`config.mk`:
```
export PLATFORM = sky130hd
export DESIGN_NAME = shift_add_multiplier
export DESIGN_NICKNAME = d
export VERILOG_FILES = /design/src/rtl/shift_add_multiplier.sv
export SDC_FILE = /design/constraint.sdc
export NUM_CORES = 1
export LEC_CHECK = 0
export CORE_MARGIN = 2
export CORE_UTILIZATION = 55
export CTS_CLUSTER_SIZE = 40
export DETAILED_ROUTE_END_ITERATION = 10
export PLACE_DENSITY = 0.87
export SYNTH_ARGS = -nofsm -noshare
export SYNTH_HDL_FRONTEND = slang
export SYNTH_SLANG_ARGS = --single-unit
```
`constraint.sdc`:
```
create_clock -name clk -period 3.36 [get_ports clk]
set_input_delay 1.008 -clock clk [delete_from_list [all_inputs] [get_ports clk]]
set_output_delay 1.008 -clock clk [all_outputs]
set_load 0.01 [all_outputs]
```
`src/rtl/shift_add_multiplier.sv`:
```
// Sequential unsigned shift-and-add multiplier (size x size -> 2*size), start/done handshake.
// Optional early termination when no multiplier bits remain: define MULT_EARLY_TERM_EN.
module shift_add_multiplier #(
    parameter int unsigned size = 32
) (
    input  logic            clk,
    input  logic            reset,
    input  logic            start,
    input  logic [size-1:0] multiplicand,
    input  logic [size-1:0] multiplier,
    output logic [size-1:0] product_hi,
    output logic [size-1:0] product_lo,
    output logic            busy,
    output logic            done
);

    localparam int unsigned CNT_W  = $clog2(size + 1);
    localparam int unsigned ACC_W  = size + 1;
    localparam int unsigned PROD_W = 2 * size;

    typedef enum logic [1:0] {
        S_IDLE = 2'd0,
        S_RUN  = 2'd1,
        S_DONE = 2'd2
    } state_t;

    state_t            state_q;
    state_t            state_d;

    logic [size-1:0]   m_q;
    logic [size-1:0]   q_q;
    logic [ACC_W-1:0]  acc_q;
    logic [CNT_W-1:0]  cnt_q;

    logic [ACC_W-1:0]  sum;
    logic [ACC_W-1:0]  acc_nxt;
    logic [size-1:0]   q_nxt;
    logic [size-1:0]   res_hi;
    logic [size-1:0]   res_lo;
    logic              last;

`ifdef MULT_EARLY_TERM_EN
    logic [size-1:0]   rem_mask;
    logic [PROD_W-1:0] wide;
`endif

    // One shift-and-add iteration, plus the finishing decision for this edge
    always_comb begin
        sum     = q_q[0] ? (acc_q + ACC_W'(m_q)) : acc_q;
        acc_nxt = {1'b0, sum[ACC_W-1:1]};
        q_nxt   = {sum[0], q_q[size-1:1]};
        res_hi  = acc_nxt[size-1:0];
        res_lo  = q_nxt;
        last    = (cnt_q == CNT_W'(1));
`ifdef MULT_EARLY_TERM_EN
        // Unconsumed multiplier bits live in q_q[cnt-1:0]; bits above 0 all clear means done
        rem_mask = (size'(1) << (cnt_q - CNT_W'(1))) - size'(1);
        wide     = PROD_W'({sum, q_q} >> cnt_q);
        if (((q_q >> 1) & rem_mask) == '0) begin
            last   = 1'b1;
            res_hi = wide[PROD_W-1:size];
            res_lo = wide[size-1:0];
        end
`endif
    end

    // State register
    always_ff @(posedge clk or negedge reset) begin
        if (!reset) begin
            state_q <= S_IDLE;
        end else begin
            state_q <= state_d;
        end
    end

    // Next-state logic
    always_comb begin
        state_d = state_q;
        case (state_q)
            S_IDLE:  if (start) state_d = S_RUN;
            S_RUN:   if (last)  state_d = S_DONE;
            S_DONE:  state_d = S_IDLE;
            default: state_d = S_IDLE;
        endcase
    end

    // Datapath and registered outputs
    always_ff @(posedge clk or negedge reset) begin
        if (!reset) begin
            m_q        <= '0;
            q_q        <= '0;
            acc_q      <= '0;
            cnt_q      <= '0;
            product_hi <= '0;
            product_lo <= '0;
            busy       <= 1'b0;
            done       <= 1'b0;
        end else begin
            busy <= (state_d != S_IDLE);
            done <= (state_d == S_DONE);
            case (state_q)
                S_IDLE: begin
                    if (start) begin
                        m_q   <= multiplicand;
                        acc_q <= '0;
                        q_q   <= multiplier;
                        cnt_q <= CNT_W'(size);
                    end
                end
                S_RUN: begin
                    acc_q <= acc_nxt;
                    q_q   <= q_nxt;
                    cnt_q <= cnt_q - CNT_W'(1);
                    if (last) begin
                        product_hi <= res_hi;
                        product_lo <= res_lo;
                    end
                end
                default: ;
            endcase
        end
    end

endmodule

```
==> results.cfg, run 1 <==
[status]
status = completed

[floorplanning]
die_x_um = 130
die_h_um = 130
core-area_um2 = 15800
num_rows = 46
dieArea_um2 = 17000
num_io_pins = 133
start_util_pct = 55.7

[sta]
fin_setup_tns_ps = 0
report.final.setup_viol = 0
setup_slack_ps = 299
max_freq_ghz = 0.327
rsz0062_at_grt = false
finalCritPeriodShare_pct = 91.1
worstMarginPinSlew_ps = 960
finalHoldViolations = 0
fin_skew_ps = 12.1
slew_viol_final = 0
relSlewSlack_pct = 36.0
post-route-min-period_ps = 3060

[placed_design]
port_buffers = 132
gp_congestion = 0.904
dp_slack_ps = 388
dp_hpwl_um = 15200
dpl_cell_area_um2 = 10300

[synthesis]
synth_edf_count = 0
synthCells = 990
ys_ff_latch = 170
yosys.area_share.simple_pct = 19.4
yosysSeqAreaShare_pct = 48.4
syn_area_um2 = 8790
ys_warn_count = 0
ys_async_sr_fraction_pct = 100
synth-compound-area-share_pct = 19.2
synthFlopType = dfrtp_1
synth_xor_area_share_pct = 1.89
synth_fa_ha_area_share_pct = 5.07
syn_area_per_cell_um2 = 8.88
yosys-mux-area-fraction_pct = 2.88
ys_types = 60
syn-num-nets = 1092
synth_top_family_by_area = simple AND/OR/NAND/NOR gates

[critical_path]
worstSetupPathType = reg2reg
arrival_ps = 3340
reg2reg_depth = 10
crit_path_end_kind = flip-flop
cp-start-kind = flip-flop
critPathMaxFanout = 6
cp.required_ps = 3640

[routing]
drt_iter0_drc = 730
wl_met1_um = 9680
dr.pass1.iters = 5
drc_errors = 0
met2WireLength_um = 11100
routed.top_layer = met4
avgRoutedWirePerCell_um = 17.3
routed_wirelength_um = 23100
vias_per_cell = 5.83
drtAntennaViolNets = 0
wl_met3_um = 1550
route.vias.total = 7760

[flow_run]
maxCapViolCount = 0

[pwr]
p_per_area_nw_per_um2 = 1030
p_total_mw = 11.2
leakagePower_nw = 5.05
vdd_drop_max_mv = 0.568

[clocking]
cts_setup_buffers = 0
cts_made_buffers = 17
cts_root_buf = clkbuf_16
clkLatencyLatePin_ps = 440
postCtsHoldBufs = 0
clock_path_buffers = 2
cts_resized = 0
cts_tree = done
htreeDepth = 4
path_clk_slew_ps = 70
cts.sinks = 170

[cells_and_area]
antenna_cells = 0
utilization_pct = 69.0
final_cell_mix = nand2_1, dfrtp_1, clkdlybuf4s50_1
fin_area_um2 = 10900
finish.net_count = 1204
drive_above_1_share_pct = 5.56
fill_cells = 1240
syn_to_final_growth_pct = 23.8
final_common_cell = nand2_1

[global_routing]
grt_max_degree = 95
gr-total-overflow = 0
grt_first_pass_wirelength_um = 37200
gr-usage-all-layers_pct = 27.9
antenna_found_initial = 0
grt_pass1_vias = 7505

[min_path]
holdCritPathClass = reg2reg
min_path_cells = 2
-- logic make-up (layout without fill, tap and decap cells) --
kind of cell / Yosys count / in the layout
AOI/OAI and AO/OA: 273 / 273
DFF: 170 / 170
and+or+nand+nor: 396 / 396
adders and majority gates: 35 / 35
buffers and inverters: 72 / 197
xor gates and xnor gates: 19 / 19
muxes: 25 / 25
-- cells in the mapped netlist, types with 2 or more instances --
cell,n,area (um^2)
a211oi_1,6,45.0
a21o_1,18,135
a21oi_1,64,320
a22o_1,2,17.5
a22oi_1,31,233
a2bb2oi_1,3,26.3
a31oi_1,6,37.5
a32oi_1,3,26.3
and2_1,2,12.5
and3_1,8,50.1
buf_1,2,7.51
buf_2,3,15.0
clkbuf_1,50,188
dfrtp_1,170,4250
ha_1,34,425
inv_1,17,63.8
mux2_2,2,22.5
mux2i_1,23,230
nand2_1,268,1010
nand2b_1,4,25.0
nand3_1,14,70.1
nand4_1,7,43.8
nand4b_1,2,17.5
nor2_1,32,120
nor2b_1,36,225
nor3_1,11,55.1
nor3b_1,2,15.0
nor4_1,2,12.5
o211ai_1,5,37.5
o21ai_0,100,500
o21ai_1,5,25.0
o21bai_1,7,52.6
o22ai_1,2,12.5
or3_1,4,25.0
or4_1,3,22.5
xnor2_1,12,105
xor2_1,7,61.3
-- area by class of cell --
| cell class | instances | area, um^2 | area share (%) |
|---|---|---|---|
| Multi-Input combinational cell | 748 | 4270 | 39.3 |
| Clock inverter | 13 | 111 | 1.02 |
| Tap cell | 216 | 270 | 2.48 |
| Timing Repair Buffer | 148 | 1470 | 13.5 |
| Inverter | 17 | 63.8 | 0.586 |
| Sequential cell | 170 | 4250 | 39.1 |
| Clock buffer | 19 | 443 | 4.07 |
-- stage by stage --
stage,cells,hold slack [ps]
floorplan,990,446
CTS,1331,478
finish,1331,475
global placement,1299,458
detailed placement,1299,462
global route,1331,500
-- flip-flops by register name, indices dropped and copies added (netlist names) --
signal	count
done	1
acc_q	32
busy	1
state_q	2
q_q	32
product_lo	32
m_q	32
cnt_q	6
product_hi	32
-- worst paths after layout --
check                                from              to  slack, ps
setup / recovery                   m_q[0]  product_hi[21]        300
hold / removal             product_lo[24]  product_lo[24]        470
max in group asynchronous           reset         m_q[26]       2140
hold reg to reg            product_lo[24]  product_lo[24]        470
setup reg to reg                   m_q[0]  product_hi[21]        300
min in group asynchronous           reset  product_hi[11]        510
-- per-layer routing --
metal / vias to the layer above / track usage (%)
met4: 0 / 11.5
met2: 325 / 44.3
met3: 54 / 5.99
met1: 3721 / 37.8
met5: - / 0
li1: 3660 / -
-- worst max-delay path, stage by stage (launching register included) --
cell and delay (ps):
dfrtp_1 390, ha_1 240, fa_1 420, a21o_1 210, a221oi_2 370, o31ai_2 180, a31oi_4 290, a21oi_1 160
or3_1 340, a31oi_1 210, o21ai_0 100
-- power breakdown --
part	internal (mW)	leakage [nW]	switching, mW
sequential	2.98	2.16	0.703
clock	0.982	0.264	0.865
combinational	2.47	2.62	3.22
No activity file was read; power rests on OpenSTA's default activity.
==> run 2: changes to the inputs <==
--- a/config.mk
+++ b/config.mk
@@ -6,10 +6,10 @@
 export NUM_CORES = 1
 export LEC_CHECK = 0
 export CORE_MARGIN = 2
-export CORE_UTILIZATION = 55
-export CTS_CLUSTER_SIZE = 40
+export CORE_UTILIZATION = 56
+export CTS_BUF_LIST = sky130_fd_sc_hd__clkbuf_8
 export DETAILED_ROUTE_END_ITERATION = 10
-export PLACE_DENSITY = 0.87
+export PLACE_DENSITY = 0.88
 export SYNTH_ARGS = -nofsm -noshare
 export SYNTH_HDL_FRONTEND = slang
 export SYNTH_SLANG_ARGS = --single-unit
==> run 2 against run 1 <==
Effect of this change:
- sequential share of layout area is 0.63 points higher
- flip-flop and latch count unchanged
- first-iteration DRC count shrank 0.41%
- via count down 1.3%
==> results.cfg, run 2 (synthesized netlist as in run 1, its figures left out) <==
[routing]
dr.pass1.iters = 5
avgRoutedWirePerCell_um = 16.3
drc_errors = 0
routed_wirelength_um = 21600
route.vias.total = 7656
vias_per_cell = 5.77
drt_iter0_drc = 727
drtAntennaViolNets = 0

[min_path]
min_path_cells = 2
holdCritPathClass = reg2reg
hp-start = product_lo[29]
holdPathEnd = product_lo[29]

[cells_and_area]
drive_above_1_share_pct = 5.56
syn_to_final_growth_pct = 21.8
finish.net_count = 1204
final_cell_mix = nand2_1, dfrtp_1, clkdlybuf4s50_1
antenna_cells = 0
final_common_cell = nand2_1
utilization_pct = 70.2

[pwr]
p_sw_mw = 4.59
seq_power_share_pct = 34.5
p_per_area_nw_per_um2 = 994
pwr-share-clk_pct = 13.4
pwr-share-comb_pct = 52.1
leakagePower_nw = 4.99
vdd_drop_max_mv = 0.545
p_sw_share_pct = 43.1
p_int_mw = 6.06

[critical_path]
arrival_ps = 3410
crit_path_end_kind = flip-flop
reg2reg_setup_slack_ps = 260
critPathMaxFanout = 6
worstSetupPathType = reg2reg
cp.required_ps = 3670
r2r-start = acc_q[0]
cp-start-kind = flip-flop
reg2reg_depth = 10
r2r_end = product_hi[29]

[clocking]
htreeDepth = 4
cts_resized = 0
cts.sinks = 170
postCtsHoldBufs = 0
cts_setup_buffers = 0
clkLatencyLatePin_ps = 460
clock_path_buffers = 2
cts_root_buf = clkbuf_8
path_clk_slew_ps = 90
cts_tree = done
cts_made_buffers = 17

[floorplanning]
die_x_um = 129
die_h_um = 129
num_io_pins = 133
core-area_um2 = 15300
start_util_pct = 57.6
dieArea_um2 = 16700
num_rows = 45

[placed_design]
dp_hpwl_um = 14700
port_buffers = 132
gp_congestion = 0.894
dp_slack_ps = 317

[sta]
fin_skew_ps = 15.2
finalHoldViolations = 0
post-route-min-period_ps = 3100
max_freq_ghz = 0.322
relSlewSlack_pct = 37.7
finalCritPeriodShare_pct = 92.3
whs_ps = 476
slew_viol_final = 0
worstMarginPinSlew_ps = 934
rsz0062_at_grt = false
report.final.setup_viol = 0
setup_slack_ps = 258
fin_setup_tns_ps = 0

[global_routing]
grt_pass1_vias = 7411
grt_first_pass_wirelength_um = 36100
grt_max_degree = 95
gr-total-overflow = 0
gr-usage-all-layers_pct = 27.2
antenna_found_initial = 0

[flow_run]
maxCapViolCount = 0

[status]
status = completed
## run 2: power by group through the flow
stage          Combinational [mW]  Clock [mW]  Sequential [mW]
2_1_floorplan                3.68           0             3.64
3_5_place_dp                 5.51           0             3.68
4_1_cts                      5.53        1.45             3.66
3_3_place_gp                 5.33           0             3.65
6_report                     5.55        1.43             3.67
5_1_grt                      6.21        1.54             3.78
## run 2: critical path, stage by stage (launching register included)
cell      delay [ps]
dfrtp_1          420
ha_1             220
fa_1             420
a21o_1           210
a221oi_2         410
o31ai_2          180
a31oi_4          300
o221ai_2         150
or3_1            360
a31oi_1          220
o21ai_1           80
## run 2: layout make-up
class | instances | area (um^2)
Clock buffer | 18 | 248
Clock inverter | 14 | 139
Fill cell | 1173 | 4550
Inverter | 17 | 63.8
Multi-Input combinational cell | 748 | 4270
Sequential cell | 170 | 4250
Tap cell | 211 | 264
Timing Repair Buffer | 148 | 1470
## run 2: how the worst max path moves through the flow
stage	start	endpoint	slack, ps	depth (start not counted)
2_1_floorplan	m_q[0]	product_hi[29]	670	10
3_3_place_gp	m_q[0]	product_hi[29]	410	10
3_5_place_dp	acc_q[0]	product_hi[29]	320	10
4_1_cts	acc_q[0]	product_hi[29]	300	10
5_1_grt	acc_q[0]	product_hi[29]	140	10
6_report	acc_q[0]	product_hi[29]	260	10
## run 2: through the flow
stage | total power, mW | instance area (um^2) | std cells
floorplan | 7.32 | 8790 | 990
CTS | 10.6 | 10700 | 1326
finish | 10.6 | 10700 | 1326
global placement | 8.98 | 10300 | 1294
detailed placement | 9.19 | 10300 | 1294
global route | 11.5 | 10700 | 1326
## run 2: per-layer routing
metal / vias up / routed length, um / GRT usage [%] / share of wire, %
li1: 3671 / - / - / -
met1: 3658 / 9820 / 38.1 / 45
met2: 285 / 9980 / 42.7 / 46
met3: 42 / 1260 / 5.53 / 5.8
met4: 0 / 584 / 9.14 / 2.7
met5: - / 0 / 0 / 0
==> run 3: changes to the inputs <==
--- a/config.mk
+++ b/config.mk
@@ -5,9 +5,11 @@
 export SDC_FILE = /design/constraint.sdc
 export NUM_CORES = 1
 export LEC_CHECK = 0
+export CAP_MARGIN = 20
 export CORE_MARGIN = 2
 export CORE_UTILIZATION = 56
 export CTS_BUF_LIST = sky130_fd_sc_hd__clkbuf_8
+export CTS_CLUSTER_SIZE = 24
 export DETAILED_ROUTE_END_ITERATION = 10
 export PLACE_DENSITY = 0.88
 export SYNTH_ARGS = -nofsm -noshare
==> results of run 3 <==
Same layout as run 2: the final DEF is identical, and so are final timing and power.
